[src/rtl/rgb_pwm_sequencer.sv]
// ---------------------------------------------------------------------------
// rgb_pwm_sequencer
//   Multi-channel PWM dimmer for active-low LED pins. Each channel's duty is
//   latched once per PWM period from one of four sources (OFF, STATIC duty
//   input, BLINK pattern from a slow sequencer counter, BREATHE triangle
//   ramp), so control changes never glitch a running period.
//
// Ports
//   clk           in   1                 system clock
//   rst_n         in   1                 asynchronous active-low reset
//   en            in   1                 0: LEDs off, all counters cleared
//   mode          in   2                 0 OFF, 1 STATIC, 2 BLINK, 3 BREATHE
//   duty          in   NUM_CH*PWM_BITS   channel ch = duty[ch*PWM_BITS +: PWM_BITS]
//   led_n         out  NUM_CH            active-low LED drive (registered)
//   period_start  out  1                 pulse on the first output cycle of each period
// ---------------------------------------------------------------------------
module rgb_pwm_sequencer #(
    parameter int NUM_CH    = 3,
    parameter int PWM_BITS  = 8,
    parameter int TICK_DIV  = 187,
    parameter int BLINK_BIT = 6,
    parameter int PHASE_OFS = 0
) (
    input  logic                         clk,
    input  logic                         rst_n,
    input  logic                         en,
    input  logic [1:0]                   mode,
    input  logic [NUM_CH*PWM_BITS-1:0]   duty,
    output logic [NUM_CH-1:0]            led_n,
    output logic                         period_start
);

    localparam int SEQ_BITS   = BLINK_BIT + NUM_CH;
    localparam int PH_BITS    = PWM_BITS + 1;
    localparam int PRESC_BITS = (TICK_DIV > 1) ? $clog2(TICK_DIV) : 1;

    localparam logic [PWM_BITS-1:0]   PWM_MAX    = {PWM_BITS{1'b1}};
    localparam logic [PRESC_BITS-1:0] PRESC_LAST = PRESC_BITS'(TICK_DIV - 1);

    typedef enum logic [1:0] {
        MODE_OFF     = 2'd0,
        MODE_STATIC  = 2'd1,
        MODE_BLINK   = 2'd2,
        MODE_BREATHE = 2'd3
    } mode_e;

    // Triangle fold: rising half passes through, falling half is inverted.
    function automatic logic [PWM_BITS-1:0] breathe_level(input logic [PH_BITS-1:0] p);
        logic [PWM_BITS-1:0] lvl;
        if (p[PWM_BITS]) begin
            lvl = ~p[PWM_BITS-1:0];
        end else begin
            lvl = p[PWM_BITS-1:0];
        end
        return lvl;
    endfunction

    logic [PWM_BITS-1:0]                 pwm_cnt_q,  pwm_cnt_d;
    logic [PRESC_BITS-1:0]               presc_q,    presc_d;
    logic [SEQ_BITS-1:0]                 seq_q,      seq_d;
    logic [PH_BITS-1:0]                  phase_q,    phase_d;
    logic [NUM_CH-1:0][PWM_BITS-1:0]     duty_eff_q, duty_eff_d;
    logic                                bnd_q,      bnd_d;
    logic [NUM_CH-1:0]                   led_n_q,    led_n_d;
    logic                                period_start_q, period_start_d;

    logic                                boundary_s;
    logic                                tick_s;
    logic [NUM_CH-1:0][PWM_BITS-1:0]     load_s;

    assign boundary_s = (pwm_cnt_q == PWM_MAX);
    assign tick_s     = (presc_q == PRESC_LAST);

    // Per-channel duty candidate for the next period, from current (pre-tick) seq/phase.
    always_comb begin
        load_s = '0;
        for (int ch = 0; ch < NUM_CH; ch++) begin
            case (mode_e'(mode))
                MODE_OFF: begin
                    load_s[ch] = {PWM_BITS{1'b0}};
                end
                MODE_STATIC: begin
                    load_s[ch] = duty[ch*PWM_BITS +: PWM_BITS];
                end
                MODE_BLINK: begin
                    if (seq_q[BLINK_BIT+ch]) begin
                        load_s[ch] = duty[ch*PWM_BITS +: PWM_BITS];
                    end else begin
                        load_s[ch] = {PWM_BITS{1'b0}};
                    end
                end
                MODE_BREATHE: begin
                    load_s[ch] = breathe_level(phase_q + PH_BITS'(ch * PHASE_OFS));
                end
                default: begin
                    load_s[ch] = {PWM_BITS{1'b0}};
                end
            endcase
        end
    end

    // Next-state for counters, latched duty and output compare.
    always_comb begin
        pwm_cnt_d      = pwm_cnt_q;
        presc_d        = presc_q;
        seq_d          = seq_q;
        phase_d        = phase_q;
        duty_eff_d     = duty_eff_q;
        bnd_d          = 1'b0;
        led_n_d        = {NUM_CH{1'b1}};
        period_start_d = 1'b0;
        if (!en) begin
            pwm_cnt_d  = {PWM_BITS{1'b0}};
            presc_d    = {PRESC_BITS{1'b0}};
            seq_d      = {SEQ_BITS{1'b0}};
            phase_d    = {PH_BITS{1'b0}};
            duty_eff_d = '0;
        end else begin
            pwm_cnt_d = pwm_cnt_q + PWM_BITS'(1);
            if (tick_s) begin
                presc_d = {PRESC_BITS{1'b0}};
                seq_d   = seq_q + SEQ_BITS'(1);
                phase_d = phase_q + PH_BITS'(1);
            end else begin
                presc_d = presc_q + PRESC_BITS'(1);
            end
            if (boundary_s) begin
                duty_eff_d = load_s;
            end else begin
                duty_eff_d = duty_eff_q;
            end
            // bnd_q marks "pwm_cnt is 0 and duty_eff is fresh"; delaying the
            // pulse by it lines period_start up with the first led_n sample
            // of the new duty.
            bnd_d          = boundary_s;
            period_start_d = bnd_q;
            for (int ch = 0; ch < NUM_CH; ch++) begin
                led_n_d[ch] = !(pwm_cnt_q < duty_eff_q[ch]);
            end
        end
    end

    // State and output registers; reset forces LEDs off without a clock.
    always_ff @(posedge clk or negedge rst_n) begin
        if (!rst_n) begin
            pwm_cnt_q      <= {PWM_BITS{1'b0}};
            presc_q        <= {PRESC_BITS{1'b0}};
            seq_q          <= {SEQ_BITS{1'b0}};
            phase_q        <= {PH_BITS{1'b0}};
            duty_eff_q     <= '0;
            bnd_q          <= 1'b0;
            led_n_q        <= {NUM_CH{1'b1}};
            period_start_q <= 1'b0;
        end else begin
            pwm_cnt_q      <= pwm_cnt_d;
            presc_q        <= presc_d;
            seq_q          <= seq_d;
            phase_q        <= phase_d;
            duty_eff_q     <= duty_eff_d;
            bnd_q          <= bnd_d;
            led_n_q        <= led_n_d;
            period_start_q <= period_start_d;
        end
    end

    assign led_n        = led_n_q;
    assign period_start = period_start_q;

endmodule

[config.mk]
export PLATFORM = sky130hd
export DESIGN_NAME = rgb_pwm_sequencer
export DESIGN_NICKNAME = d
export VERILOG_FILES = /design/src/rtl/rgb_pwm_sequencer.sv
export SDC_FILE = /design/constraint.sdc
export NUM_CORES = 1
export LEC_CHECK = 0
export CAP_MARGIN = 20
export CELL_PAD_IN_SITES_DETAIL_PLACEMENT = 1
export CELL_PAD_IN_SITES_GLOBAL_PLACEMENT = 2
export CORE_AREA = 2 2 124 126
export DETAILED_ROUTE_END_ITERATION = 16
export DIE_AREA = 0 0 126 128
export PLACE_DENSITY_LB_ADDON = 0.1
export SLEW_MARGIN = 20
export SYNTH_ARGS = -nofsm -noshare
export SYNTH_HDL_FRONTEND = slang
export SYNTH_SLANG_ARGS = --single-unit
[constraint.sdc]
create_clock -name clk -period 2 [get_ports clk]
set_input_delay 0.3 -clock clk [delete_from_list [all_inputs] [get_ports clk]]
set_output_delay 0.3 -clock clk [all_outputs]
set_load 0.05 [all_outputs]
After elaboration in Yosys (flattened, before gate mapping)

Cells that the tools add are included.

Add/sub/neg operators: 4
Magnitude comparators: 3
Eq/ne operators: 7
Mux-type cells: 19
Bitwise gates (word level): 1
Reductions and logical operators: 4

Operators by type and width:

| kind                                                  | count |
|---|---|
| case mux 8 bit (4 select lines)                       | 3 |
| two-way mux 8 bit                                     | 7 |
| two-way mux 24 bit                                    | 2 |
| two-way mux 9 bit                                     | 4 |
| < comparator 8 bit                                    | 3 |
| adder 9 x 1 -> 9 bit, second input constant           | 2 |
| adder 8 x 1 -> 8 bit, second input constant           | 2 |
| equality test 8 bit, second input constant            | 2 |
| inverter 8 bit                                        | 1 |
| equality test 2 bit, second input constant            | 2 |
| inequality test 2 x 1 -> 1 bit, second input constant | 2 |
| zero test 1 bit                                       | 3 |
| two-way mux 3 bit                                     | 1 |
| equality test 2 x 1 -> 1 bit, second input constant   | 1 |
| zero test 2 bit                                       | 1 |
| two-way mux 1 bit                                     | 2 |

Register bits: 63
Output and inout bits: 4

Depth between registers and ports, before layout

Word-level depth: 5
Gate-level depth with buffers: 7
Depth with buffers taken out: 5

Worst setup path after synthesis

No wires, ideal clock.

Kind: reg-to-reg
Start: register pwm_cnt_q[3]
End: register led_n_q[1], in the netlist led_n[1]
Setup time: 86 ps
Arrival time: 1464 ps
Data required time: 1914 ps
Setup slack: 450 ps
Stages on the path, launching flop included: 5
Clock period less this slack: 1550 ps
Cell sequence: dfrtp_1 -> ha_1 -> a211oi_1 -> o21ai_0 -> a2111o_1

Cells in the longest elaborated chain, start to end: 3

RTL lines:

| item                   | line | source |
|---|---|---|
| start, declared        | 58   | `logic [PWM_BITS-1:0] pwm_cnt_q, pwm_cnt_d;` |
| start signal, assigned | 146  | `pwm_cnt_q <= {PWM_BITS{1'b0}};` |
| start signal, assigned | 155  | `pwm_cnt_q <= pwm_cnt_d;` |
| < comparator 8 bit     | 138  | `led_n_d[ch] = !(pwm_cnt_q < duty_eff_q[ch]);` |
| zero test 1 bit        | 138  |  |
| two-way mux 3 bit      | 112  | `if (!en) begin` |
| net led_n_d[1]         | 64   | `logic [NUM_CH-1:0] led_n_q, led_n_d;` |
| end signal, assigned   | 152  | `led_n_q <= {NUM_CH{1'b1}};` |
| end signal, assigned   | 161  | `led_n_q <= led_n_d;` |
| end, declared          | 64   |  |

The timed path passes the listed nets, and every way through them passes these cells.
A chain may end at the register's enable or synchronous reset.

Final worst setup path

Start: register led_n_q[1], in the netlist led_n[1]
End: output port led_n[1]

RTL lines:

| item          | line | source |
|---|---|---|
| end, declared | 29   | `output logic [NUM_CH-1:0] led_n,` |

No word-level cell between the ends.

==> results.cfg <==
[logic_synthesis]
synth_seq_area_share_pct = 40.1
synth.top_cell.area_share_pct = 38.1
yosys_warnings = 0
netlist_instances = 380
synth_edf_count = 0
synth.ff_latch_count = 63
synth_top_area_cell = dfrtp_1
syn-cell-area_mm2 = 0.00394
ys_async_sr_fraction_pct = 100
avgSynthCellArea_um2 = 10.4
synth.area.top_cells = dfrtp_1, ha_1, and4b_1
ys_types = 45
synthFlopType = dfrtp_1
synthesis.nets = 435

[setup_path]
crit_start = led_n[1]
end_kind = output pin
crit_fanout = 1
cp_num_buf_inv = 1
arrival_ns = 1.64
cp_top_family = buffers and inverters
cp-start-kind = register
reg2reg_from = presc_q[0]
slowest_delay_ns = 0.79
cp_slowest_cell = clkdlybuf4s50_1
path_cells = clkdlybuf4s50_1
cp.required_ns = 1.70
critical_path_class = register to output pin

[route]
viasPerCell = 5.34
drc = 0
ant_nets = 0
drt_iter0_drc = 80
totalWireLength_mm = 12.2
wire_per_inst_um = 20.2
via_count = 3227
dr.pass1.iters = 7

[clocking]
tritoncts = done
clk_pin_slew_ns = 0.06
cts_max_level = 3
insertion_delay_ns = 0.34
ctsResizeCount = 0
cts_made_buffers = 9
cts_root_buffer = clkbuf_16
cts_sinks = 63
cts_buffer_depth = 2

[die]
die_h_um = 128
core_mm2 = 0.0149
start_util_pct = 26.5
dieArea_mm2 = 0.0161
die_w_um = 126
rows = 45
io_pins = 33

[timing]
rsz0062_at_grt = no
slew_headroom_pct = 48.8
fin_tns_setup_ns = 0
min_period_ns = 1.94
drv_slew = 0
setup_viol = 0
whs_ns = 0.458
clock.fmax_mhz = 516
tightest_slew_ns = 0.767
hold_violations = 0
fin_crit_sh_pct = 97.0
fin_worst_skew_ns = 0.00541

[cells_and_area]
final_cells = 604
num_antenna_cells = 0
syn_to_final_growth_pct = 22.6
fin_nets = 467
drive_above_1_share_pct = 10.8

[pwr]
peakVddDrop_v = 0.000463
powerDensity_mw_per_mm2 = 708
p_leak_nw = 1.94
power.total_mw = 3.42

[run]
drv_cap = 0

[worst_hold_path]
min-delay-path-class = register to register
worstHoldStart = bnd_q

[global_routing]
overflow = 0
grt_pass1_vias = 3473
groute.usage.overall_pct = 16.1
grt_pass1_wl_mm = 19.8
grt_max_degree = 64
antenna_found_initial = 0

[run_status]
status = finished clean

[placed_design]
io_buffers = 32
gp_congestion = 0.713
hpwl_mm = 8.69
dp.cells = 588
[Yosys cell counts, types with 2 or more instances]
cell / count
dfrtp_1: 60
o21ai_1: 2
or4_1: 2
nor4_2: 7
a221oi_1: 24
ha_1: 26
or3_1: 8
mux2i_1: 7
nand4_1: 5
and3_1: 2
a2111o_1: 3
nand2b_1: 12
nor3b_1: 3
o2111a_1: 3
inv_1: 24
and2_1: 3
nor2_1: 9
buf_2: 13
dfstp_2: 3
buf_6: 2
clkbuf_1: 9
nand3_1: 16
a211oi_1: 3
and4b_1: 24
o41ai_1: 5
nand2_1: 17
xnor2_1: 2
o2bb2ai_1: 24
o21ai_0: 12
xor2_1: 12
a21oi_1: 15
nor2b_1: 4
o311ai_1: 5
o211ai_1: 3
[per-layer routing]
layer,part of all wire (%),global-route usage (%),wire length [um]
met1,46,19.9,5610
met2,50,28.0,6160
met3,1.9,3.30,231
met4,1.9,5.37,228
met5,0,0,0
[flip-flops by register name (all words and copies together) (netlist names)]
signal        flops
bnd_q             1
duty_eff_q       24
led_n             3
period_start      1
phase_q           9
presc_q           8
pwm_cnt_q         8
seq_q             9
[cell usage in the layout (no fill, tap or decap), types with 3 or more instances in the layout]
cell type and count:
o41ai_1 5, nand3_1 16, mux2i_1 7, xor2_1 12, nand4_1 5, or3_1 8, clkbuf_16 9, a2111o_1 3
dfrtp_1 60, a221oi_1 24, dfstp_2 3, bufinv_16 3, o311ai_1 5, nor3b_1 3, nor4_2 7, nor2b_1 4
nand2_1 17, o211ai_1 3, o21ai_0 12, and4b_1 24, buf_12 3, o2bb2ai_1 24, clkdlybuf4s50_1 30, and2_1 3
ha_1 26, o2111a_1 3, a21oi_1 15, buf_4 13, inv_1 24, nand2b_1 12, nor2_1 9, a211oi_1 3
[area by class of cell]
| class | count | area, um2 |
|---|---|---|
| clock buffers | 11 | 233 |
| clock inverters | 4 | 95.1 |
| fillers | 1719 | 10000 |
| inverters | 25 | 93.8 |
| multi-input cells | 265 | 2120 |
| flip-flops and latches | 63 | 1580 |
| well taps | 188 | 235 |
| repair buffers | 48 | 473 |
[stage by stage]
stage               util, %  instance area, um2  setup slack [ns]
floorplan                 -                3940             0.450
global route           32.5                4830            0.0270
CTS                    32.5                4830            0.0396
detailed placement     30.2                4490           -0.0867
finish                 32.5                4830            0.0606
global placement       30.2                4490           -0.0820
[logic make-up (layout without fill, tap and decap cells)]
logic type,count (synthesis),in the layout,share of synthesized area [%]
xor+xnor,14,14,3.11
buf+inv,52,88,6.06
mux,7,7,1.78
compound gates,102,102,20.0
flops,63,63,40.1
simple gates,116,116,20.7
fa+ha+maj,26,26,8.26
[repair_timing]
item	CTS	global route
hold endpoints to repair	11	0
hold buffers	1	0
buffers inserted	0	0
[final timing paths]
check / depth (start not counted) / slack (ns) / end
setup reg to reg: 6 / 0.23 / phase_q[8]
setup / recovery: 1 / 0.06 / led_n[1]
max in group asynchronous: 3 / 1.17 / led_n[2]
hold reg to reg: 1 / 0.46 / period_start
min in group asynchronous: 3 / 0.52 / pwm_cnt_q[5]
hold / removal: 1 / 0.46 / period_start
[report_power, final]
part           total, mW  switching, mW  leakage (nW)  internal, mW
sequential          1.31         0.0194         0.865          1.29
clock               1.81          0.601         0.160          1.21
combinational      0.295          0.165         0.912         0.130
Power figures use the tool's default switching activity.
